`config.mk`:
```
export PLATFORM = sky130hd
export DESIGN_NAME = dest_sel_pipe_flat
export DESIGN_NICKNAME = d
export VERILOG_FILES = /design/src/rtl/mips_pkg.sv /design/src/rtl/dest_sel_pipe_if.sv /design/src/rtl/dest_pipe_stage.sv /design/src/rtl/dest_sel_pipe.sv /design/src/flat_wrapper.sv
export SDC_FILE = /design/constraint.sdc
export NUM_CORES = 1
export LEC_CHECK = 0
export BUFFER_PORTS_ARGS = -buffer_cell sky130_fd_sc_hd__buf_2
export CAP_MARGIN = 20
export CORE_UTILIZATION = 43
export DETAILED_ROUTE_END_ITERATION = 10
export GPL_ROUTABILITY_DRIVEN = 0
export PLACE_DENSITY = 0.75
export SLEW_MARGIN = 20
export SYNTH_ARGS = -nofsm -noshare
export SYNTH_HDL_FRONTEND = slang
export SYNTH_SLANG_ARGS = --single-unit
```
`constraint.sdc`:
```
create_clock -name clk -period 1.1 [get_ports clk]
set_input_delay 0.055 -clock clk [delete_from_list [all_inputs] [get_ports clk]]
set_output_delay 0.055 -clock clk [all_outputs]
set_load 0.02 [all_outputs]
```
`src/rtl/mips_pkg.sv`:
```
// Shared MIPS register-destination definitions: register indices, select
// encodings and the {valid, reg} pipeline entry used by dest_sel_pipe.
package mips_pkg;

  localparam int unsigned REG_W = 5;
  localparam logic [REG_W-1:0] REG_ZERO = 5'd0;
  localparam logic [REG_W-1:0] REG_RA   = 5'd31;

  typedef enum logic [1:0] {
    DSEL_RT = 2'd0,
    DSEL_RD = 2'd1,
    DSEL_RA = 2'd2
  } dsel_e;

  typedef struct packed {
    logic             valid;
    logic [REG_W-1:0] rd;
  } dest_entry_t;

endpackage

```
`src/rtl/dest_sel_pipe_if.sv`:
```
// Bundle of the destination-select pipeline's data/control and observation
// signals; master is the decode side, slave is dest_sel_pipe.
interface dest_sel_pipe_if
  import mips_pkg::*;
#(
  parameter int unsigned WIDTH  = REG_W,
  parameter int unsigned NUM_IN = 3,
  parameter int unsigned SEL_W  = 2,
  parameter int unsigned DEPTH  = 3
);

  logic                    in_valid;
  logic [NUM_IN*WIDTH-1:0] in_data;
  logic [SEL_W-1:0]        sel;
  logic                    stall;
  logic                    flush;
  logic                    out_valid;
  logic [WIDTH-1:0]        out_data;
  logic [DEPTH-1:0]        stage_valid;
  logic [DEPTH*WIDTH-1:0]  stage_data;

  modport master (
    output in_valid, in_data, sel, stall, flush,
    input  out_valid, out_data, stage_valid, stage_data
  );

  modport slave (
    input  in_valid, in_data, sel, stall, flush,
    output out_valid, out_data, stage_valid, stage_data
  );

endinterface

```
`src/rtl/dest_pipe_stage.sv`:
```
// One {valid, data} pipeline register with rst > flush > stall > load priority.
module dest_pipe_stage #(
  parameter int unsigned WIDTH = 5
) (
  input  logic           clk,
  input  logic           rst,
  input  logic           flush_i,
  input  logic           stall_i,
  input  logic [WIDTH:0] d_i,
  output logic [WIDTH:0] q_o
);

  logic [WIDTH:0] entry_q;
  logic [WIDTH:0] entry_d;

  always_comb begin
    entry_d = entry_q;
    if (flush_i) begin
      entry_d = '0;
    end else if (!stall_i) begin
      entry_d = d_i;
    end
  end

  always_ff @(posedge clk) begin
    if (rst) begin
      entry_q <= '0;
    end else begin
      entry_q <= entry_d;
    end
  end

  assign q_o = entry_q;

endmodule

```
`src/rtl/dest_sel_pipe.sv`:
```
// NUM_IN:1 destination-register select feeding a DEPTH-stage valid-tagged
// pipeline. Optional build macro: DEST_ZERO_SUPPRESS_EN.
module dest_sel_pipe
  import mips_pkg::*;
#(
  parameter int unsigned WIDTH  = REG_W,
  parameter int unsigned NUM_IN = 3,
  parameter int unsigned SEL_W  = 2,
  parameter int unsigned DEPTH  = 3
) (
  input  logic            clk,
  input  logic            rst,
  dest_sel_pipe_if.slave  bus
);

  logic [WIDTH-1:0]       mux;
  logic                   cap_valid;
  logic [WIDTH:0]         stage_q [DEPTH];
  logic [DEPTH-1:0]       stage_valid;
  logic [DEPTH*WIDTH-1:0] stage_data;

  // Out-of-range selects fall through to zero; valid is left alone here.
  always_comb begin
    mux = '0;
    for (int unsigned k = 0; k < NUM_IN; k++) begin
      if (bus.sel == SEL_W'(k)) begin
        mux = bus.in_data[k*WIDTH +: WIDTH];
      end
    end
  end

  always_comb begin
    cap_valid = bus.in_valid;
`ifdef DEST_ZERO_SUPPRESS_EN
    if (mux == '0) begin
      cap_valid = 1'b0;
    end
`endif
  end

  for (genvar i = 0; i < DEPTH; i++) begin : g_stage
    logic [WIDTH:0] stage_d;

    if (i == 0) begin : g_head
      assign stage_d = {cap_valid, mux};
    end else begin : g_body
      assign stage_d = stage_q[i-1];
    end

    dest_pipe_stage #(
      .WIDTH (WIDTH)
    ) u_stage (
      .clk     (clk),
      .rst     (rst),
      .flush_i (bus.flush),
      .stall_i (bus.stall),
      .d_i     (stage_d),
      .q_o     (stage_q[i])
    );
  end

  always_comb begin
    stage_valid = '0;
    stage_data  = '0;
    for (int unsigned i = 0; i < DEPTH; i++) begin
      stage_valid[i]              = stage_q[i][WIDTH];
      stage_data[i*WIDTH +: WIDTH] = stage_q[i][WIDTH-1:0];
    end
  end

  assign bus.stage_valid = stage_valid;
  assign bus.stage_data  = stage_data;
  assign bus.out_valid   = stage_q[DEPTH-1][WIDTH];
  assign bus.out_data    = stage_q[DEPTH-1][WIDTH-1:0];

endmodule
```
`src/flat_wrapper.sv`:
```
// flat-port wrapper written by rule: the top's interface ports become plain ports
module dest_sel_pipe_flat import mips_pkg::*;
#(
  parameter int unsigned WIDTH  = REG_W,
  parameter int unsigned NUM_IN = 3,
  parameter int unsigned SEL_W  = 2,
  parameter int unsigned DEPTH  = 3
)
  (clk, rst, bus_in_valid, bus_in_data, bus_sel, bus_stall, bus_flush, bus_out_valid, bus_out_data, bus_stage_valid, bus_stage_data);
  dest_sel_pipe_if #(.WIDTH(WIDTH), .NUM_IN(NUM_IN), .SEL_W(SEL_W), .DEPTH(DEPTH)) bus_i ();
  input  logic clk;
  input  logic rst;
  input wire logic [$bits(bus_i.in_valid)-1:0] bus_in_valid;
  input wire logic [$bits(bus_i.in_data)-1:0] bus_in_data;
  input wire logic [$bits(bus_i.sel)-1:0] bus_sel;
  input wire logic [$bits(bus_i.stall)-1:0] bus_stall;
  input wire logic [$bits(bus_i.flush)-1:0] bus_flush;
  output wire logic [$bits(bus_i.out_valid)-1:0] bus_out_valid;
  output wire logic [$bits(bus_i.out_data)-1:0] bus_out_data;
  output wire logic [$bits(bus_i.stage_valid)-1:0] bus_stage_valid;
  output wire logic [$bits(bus_i.stage_data)-1:0] bus_stage_data;
  assign bus_i.in_valid = bus_in_valid;
  assign bus_i.in_data = bus_in_data;
  assign bus_i.sel = bus_sel;
  assign bus_i.stall = bus_stall;
  assign bus_i.flush = bus_flush;
  assign bus_out_valid = bus_i.out_valid;
  assign bus_out_data = bus_i.out_data;
  assign bus_stage_valid = bus_i.stage_valid;
  assign bus_stage_data = bus_i.stage_data;
  dest_sel_pipe #(.WIDTH(WIDTH), .NUM_IN(NUM_IN), .SEL_W(SEL_W), .DEPTH(DEPTH)) u_core (.clk(clk), .rst(rst), .bus(bus_i));
endmodule
```
==> results of run 1 <==
-- worst max path at each step --
stage	startpoint	to	slack (ps)	depth (start not counted)
6_report	u_core.g_stage[1].u_stage.q_o[3]	bus_stage_data[8]	210	1
5_1_grt	u_core.g_stage[0].u_stage.q_o[2]	bus_stage_data[2]	150	1
4_1_cts	u_core.g_stage[1].u_stage.q_o[3]	bus_stage_data[8]	190	1
3_5_place_dp	rst	u_core.g_stage[0].u_stage.q_o[4]	130	3
3_3_place_gp	rst	u_core.g_stage[0].u_stage.q_o[4]	160	3
2_1_floorplan	u_core.g_stage[0].u_stage.q_o[0]	u_core.g_stage[0].u_stage.q_o[0]	180	2
-- where the power goes --
group / total, mW / internal [mW] / switching [mW]
clock: 0.397 / 0.202 / 0.195
combinational: 0.182 / 0.0852 / 0.0967
sequential: 0.672 / 0.664 / 0.00877
-- cell type report --
type / count / area (um2)
Tap cell: 25 / 31.28
Clock buffer: 4 / 36.28
Fill cell: 160 / 698.2
Timing Repair Buffer: 49 / 257.7
Sequential cell: 18 / 360.3
Inverter: 1 / 3.754
Multi-Input combinational cell: 51 / 395.4
-- cell usage in the layout (no fill, tap or decap) --
cell type                        n
sky130_fd_sc_hd__a21oi_1         4
sky130_fd_sc_hd__a2111oi_2       6
sky130_fd_sc_hd__mux2i_1        17
sky130_fd_sc_hd__nor2_1         14
sky130_fd_sc_hd__nor2b_1         6
sky130_fd_sc_hd__nand2b_1        2
sky130_fd_sc_hd__nor2_2          1
sky130_fd_sc_hd__dlygate4sd3_1   1
sky130_fd_sc_hd__buf_2          45
sky130_fd_sc_hd__inv_2           1
sky130_fd_sc_hd__dfxtp_1        18
sky130_fd_sc_hd__or2_1           1
sky130_fd_sc_hd__clkbuf_4        3
sky130_fd_sc_hd__clkbuf_8        1
sky130_fd_sc_hd__buf_4           3
-- through the flow --
| stage | hold slack (ps) | cell area (um2) | setup WS, ps | power, mW |
|---|---|---|---|---|
| finish | 59.21 | 1085 | 208.6 | 1.251 |
| detailed placement | 298.2 | 1039 | 126.5 | 0.8678 |
| global route | 71.49 | 1085 | 153.2 | 1.311 |
| global placement | 293.4 | 1039 | 155.9 | 0.8644 |
| CTS | 60.67 | 1085 | 192.5 | 1.264 |
| floorplan | 198.9 | 840.8 | 181.6 | 0.8058 |
-- cell families after synthesis --
logic type	Yosys count
AOI/OAI and AO/OA	10
DFF	18
and+or+nand+nor	24
buffers and inverters	12
muxes	17
-- per-layer routing --
layer  wire (um)  global-route usage  vias up  share of wire
met3          97             0.07451        2          0.064
met1         697              0.1986      316           0.46
met2         722              0.2789       26           0.47
met5           0                   0        -              0
met4          10             0.05294        0         0.0065
li1            -                   -      360              -
==> qor.yml, run 1 <==
logic_synthesis:
  synth_compound_gate_area_share: 0.1310
  synth_enable_flop_cells: 0
  post-synth-top-area-cell: "sky130_fd_sc_hd__dfxtp_1"
  syn-mean-instance-area_um2: 10.38
  cells_after_synthesis: 81
  synthesis.yosys.warnings: 0
  synth_top_area_frac: 0.4286
  syn_nets: 103
  postSynth.asyncResetShare: 0
  synth_most_common_cell: "sky130_fd_sc_hd__dfxtp_1"
  synth_fa_ha_area_frac: 0
  yosys-top-cells-area: "sky130_fd_sc_hd__dfxtp_1 (43%), sky130_fd_sc_hd__mux2i_1 (20%), sky130_fd_sc_hd__a2111oi_2 (11%), sky130_fd_sc_hd__buf_4 (7.1%), sky130_fd_sc_hd__nor2_1 (6.3%)"
  synth_top_family_by_area: "multiplexers"
  synth_xor_xnor_area_share: 0
  syn-cell-area_um2: 840.8
  yosys_most_used_dff: "sky130_fd_sc_hd__dfxtp_1"
  post_synth_num_cell_types: 13
  synthMuxAreaShare: 0.2024
  postSynthRegisterBits: 18
  yosys-top-cells-count: "sky130_fd_sc_hd__dfxtp_1 (18), sky130_fd_sc_hd__mux2i_1 (17), sky130_fd_sc_hd__nor2_1 (14)"
  seq_area_frac_synth: 0.4286
  synth-simple-area-share: 0.1369
min_path:
  min_from: "bus_in_data[8]"
  min-delay-path-class: "input pin to register"
  hold-path-endpoint: "u_core.g_stage[0].u_stage.q_o[3]"
  holdPathStages: 3
timing:
  rsz0062_at_grt: "no"
  final-setup-viol-count: 0
  finalHoldViolCount: 0
  tightestPinTransition_ps: 446.2
  fin_worst_skew_ps: 3.550
  slew_headroom: 0.7025
  timing.final.crit_share: 0.8103
  maxClockFrequency_mhz: 1122
  timing.final.max_slew_violations: 0
  timing.setup.tns_ps: 0
  fin_crit_ps: 891.4
setup_path:
  reg2reg_setup_slack_ps: 250
  path_class: "register to output port"
  critical_path.max_fanout: 3
  arrival_time_at_the_worst_endpoint_ps: 840
  cpLargestDelayFamily: "flip-flops"
  end_kind: "output port"
  critical_path.cell_chain: "buf_2"
  cp.required_ps: 1040
  cpMaxStageDelayCell: "sky130_fd_sc_hd__dfxtp_1"
  critPathLaunchType: "register"
  slowest_delay_ps: 370
  rr_endpoint: "u_core.g_stage[0].u_stage.q_o[0]"
  worst_r2r_path_depth: 2
  critical_path_buf_inv_count: 1
  worstReg2RegStart: "u_core.g_stage[0].u_stage.q_o[0]"
global_routing:
  antenna_found_initial: 0
  grt_start_max_net_pins: 12
  grt_use_total: 0.1703
  grt_first_pass_wirelength_mm: 2.511
  global_route.overflow_total: 0
  vias_in_the_first_global_route: 603
routing:
  firstDrtPassIters: 2
  route.detailed.wl_per_inst_um: 10.32
  dr_total_vias: 704
  drt_drc_violations_left: 0
  ant_nets: 0
  detail_route.wirelength_mm: 1.527
  drt-initial-drc-count: 9
  via_per_inst: 4.757
cells_and_area:
  antenna_cells: 0
  finalNetCount: 146
  fin_util: 0.6084
  flow.area_growth_from_synthesis_pct: 29.02
  fin_cells: 148
  largest_register_ffs: 18
  layout-drive-gt1-share: 0.4878
place:
  place.detailed.instances: 143
  placement.io_buffers: 45
  post-dp-hpwl_mm: 1.203
die:
  initial_utilization: 0.4716
  chipWidth_um: 46.22
  floorplan.die_area_um2: 2136
  fp.dieH_um: 46.22
  placement_rows: 15
  io_pins: 46
  core_um2: 1783
power_and_ir_drop:
  largest_voltage_drop_on_the_vdd_net_v: 0.001235
  power_density_nw_per_um2: 1154
  leak_pwr_nw: 0.5517
cts:
  clock-sinks: 18
  insertion_delay_ps: 290
  cts_made_buffers: 3
  cts-hold-fix-buffers: 1
  cts_tree: "done"
  clk_pin_slew_worst_paths_ps: 90
  clk_root_buffer_cell: "sky130_fd_sc_hd__clkbuf_4"
  cts.path.max_buffers: 2
  post-cts-setup-buffer-count: 0
  cts_repair_resize_count: 0
  htreeDepth: 1
run_status:
  outcome: "finished, final reports clean"
job:
  drv_cap: 0
No activity file was read; power rests on OpenSTA's default activity.
==> run 2, diff against run 1 <==
==> constraint.sdc (replaced) <==
create_clock -name clk -period 0.9 [get_ports clk]
set_input_delay 0.045 -clock clk [delete_from_list [all_inputs] [get_ports clk]]
set_output_delay 0.045 -clock clk [all_outputs]
set_load 0.02 [all_outputs]
==> run 2 against run 1 <==
  * The flow now finishes with violations (hold timing)
  * Die area is the same
  * Combinational power increased by 26%
  * Clock power shrank 2%
  * Utilization grew 1.7 points
  * Non-clock buffer count is 2 higher
  * Sequential power increased by 23%
  * Via count increased by 1.1%
  * Count of clock-buffer cells in the layout fell by 1
  * Critical path type unchanged
  * Critical endpoint is now bus_stage_data[9]
  * Largest cell class unchanged
  * Largest power group unchanged
==> qor.yml, run 2 (same netlist as run 1, synthesis figures left out) <==
die:
  floorplan.die_area_um2: 2136  # unchanged
  io_pins: 46  # unchanged
  fp.dieH_um: 46.22  # unchanged
  placement_rows: 15  # unchanged
  chipWidth_um: 46.22  # unchanged
  core_um2: 1783  # unchanged
  initial_utilization: 0.4716  # unchanged
timing:
  fin_worst_skew_ps: 5.534  # +1.984 ps
  finalHoldViolCount: 1  # +1
  timing.final.crit_share: 0.9662
  tightestPinTransition_ps: 352.2  # -93.94 ps
  final-setup-viol-count: 0  # unchanged
  maxClockFrequency_mhz: 1150
  timing.final.max_slew_violations: 0  # unchanged
  final.hold.worst_slack_ps: -2.525  # -61.73 ps
  rsz0062_at_grt: "yes"
  fin_ws_ps: 30.43  # -178.2 ps
  fin_crit_ps: 869.6
  slew_headroom: 0.7652  # +0.06263
cells_and_area:
  finalNetCount: 148  # +1.4%
  layout_commonest_cell: "sky130_fd_sc_hd__buf_2"
  postLayoutCellArea_um2: 1115  # +2.8%
  layout_common_cells: "sky130_fd_sc_hd__buf_2 (36), sky130_fd_sc_hd__mux2i_1 (17), sky130_fd_sc_hd__buf_4 (15)"
  antenna_cells: 0  # unchanged
  flow.area_growth_from_synthesis_pct: 32.59
  fill_cells: 171  # +6.9%
  layout-drive-gt1-share: 0.5565  # +0.06865
  largest_register_ffs: 18  # unchanged
min_path:
  hold-path-endpoint: "u_core.g_stage[0].u_stage.q_o[5]"
  holdPathStages: 3  # unchanged
  min-delay-path-class: "input pin to register"
  min_from: "bus_in_valid"
routing:
  ant_nets: 0  # unchanged
  route.detailed.wl_per_inst_um: 10.85  # +5.2%
  dr_total_vias: 712  # +1.1%
  drt_drc_violations_left: 0  # unchanged
  detail_route.wirelength_mm: 1.617  # +5.9%
  drt-initial-drc-count: 3  # -6
  via_per_inst: 4.779  # +0.46%
  firstDrtPassIters: 3  # +1
global_routing:
  vias_in_the_first_global_route: 692  # +15%
  grt_first_pass_wirelength_mm: 2.753  # +9.6%
  global_route.overflow_total: 0  # unchanged
  grt_start_max_net_pins: 12  # unchanged
  antenna_found_initial: 0  # unchanged
  grt_use_total: 0.1857  # +0.01541
cts:
  clk_pin_slew_worst_paths_ps: 90  # about the same
  cts.path.max_buffers: 2  # unchanged
  insertion_delay_ps: 290  # about the same
  cts_tree: "done"
  clk_root_buffer_cell: "sky130_fd_sc_hd__clkbuf_4"
  cts-hold-fix-buffers: 0  # -1
  htreeDepth: 1  # unchanged
  cts_made_buffers: 3  # unchanged
  clock-sinks: 18  # unchanged
  post-cts-setup-buffer-count: 0  # unchanged
power_and_ir_drop:
  leak_pwr_nw: 0.5567  # +0.92%
  power_density_nw_per_um2: 1295  # +12%
  largest_voltage_drop_on_the_vdd_net_v: 0.0009643  # -22%
run_status:
  violated_checks: "hold timing"
  outcome: "finished with violations"
job:
  drv_cap: 0  # unchanged
setup_path:
  rr_endpoint: "u_core.g_stage[0].u_stage.q_o[2]"
  worstReg2RegStart: "u_core.g_stage[0].u_stage.q_o[2]"
  slowest_delay_ps: 360  # about the same
  cp.required_ps: 850  # -190 ps
  critical_path_buf_inv_count: 1  # unchanged
  worst_r2r_path_depth: 2  # unchanged
  end_kind: "output port"
  critical_path.cell_chain: "buf_2"
  path_class: "register to output port"
  cpMaxStageDelayCell: "sky130_fd_sc_hd__dfxtp_1"
  critical_path.max_fanout: 3  # unchanged
  critPathLaunchType: "register"
  arrival_time_at_the_worst_endpoint_ps: 820  # -20 ps
  reg2reg_setup_slack_ps: 80  # -170 ps
  cpLargestDelayFamily: "flip-flops"
place:
  post-place-ws_ps: -29.53  # -156.1 ps
  post-dp-hpwl_mm: 1.300  # +8.1%
  dpl-instance-area_um2: 1066  # +2.6%
  placement.io_buffers: 45  # unchanged
-- run 2: layout make-up --
class	instances	area, um2	share of cell area
clock buffer	3	22.52	0.02020
inverter	1	3.754	0.003367
multi-input combinational	51	395.4	0.3547
sequential	18	369.1	0.3311
tap	25	31.28	0.02806
timing repair buffer	51	292.8	0.2626
-- run 2: per-layer routing --
layer | up-vias | routed length (um) | track usage | share of wire
li1 | 357 | - | - | -
met3 | 4 | 87 | 0.07843 | 0.054
met1 | 330 | 615 | 0.1818 | 0.38
met2 | 21 | 885 | 0.3380 | 0.55
met5 | - | 0 | 0 | 0
met4 | 0 | 28 | 0.07647 | 0.017
-- run 2: through the flow --
stage	setup TNS (ps)	hold slack [ps]	std cells	utilization	power (mW)
5_1_grt	-30.79	12.46	149	0.6253	1.519
3_3_place_gp	0	281.5	146	0.5979	1.068
6_report	0	-2.525	149	0.6253	1.444
4_1_cts	0	0.3585	149	0.6105	1.457
3_5_place_dp	-33.91	308.5	146	0.5979	1.072
2_1_floorplan	0	188.9	81	-	0.9866
-- run 2: worst max path at each step --
stage	startpoint	endpoint	slack (ps)	cells after the start
after floorplan	u_core.g_stage[0].u_stage.q_o[3]	u_core.g_stage[0].u_stage.q_o[3]	30	2
final	u_core.g_stage[1].u_stage.q_o[4]	bus_stage_data[9]	30	1
after CTS	u_core.g_stage[1].u_stage.q_o[3]	bus_stage_data[8]	10	1
after global routing	u_core.g_stage[2].u_stage.q_o[1]	bus_out_data[1]	-20	1
after global placement	rst	u_core.g_stage[0].u_stage.q_o[4]	10	3
after detailed placement	bus_stall	u_core.g_stage[0].u_stage.q_o[0]	-30	4
-- run 2: what timing repair did --
| action | 4_1_cts | 5_1_grt |
|---|---|---|
| gates resized for setup | 0 | 12 |
| hold endpoints to repair | 0 | 0 |
| setup endpoints to repair | 0 | 16 |
-- run 2: power by group --
group / internal (mW) / leakage (nW) / switching, mW / total, mW
logic: 0.112 / 0.394 / 0.118 / 0.230
registers: 0.813 / 0.149 / 0.0115 / 0.825
clock network: 0.156 / 0.0138 / 0.233 / 0.389
total: 1.08 / 0.557 / 0.362 / 1.44
-- run 2: tightest hold or removal path: stages --
cell                      delay [ps]
sky130_fd_sc_hd__buf_2            80
sky130_fd_sc_hd__mux2i_1          50
sky130_fd_sc_hd__nor2_1           70
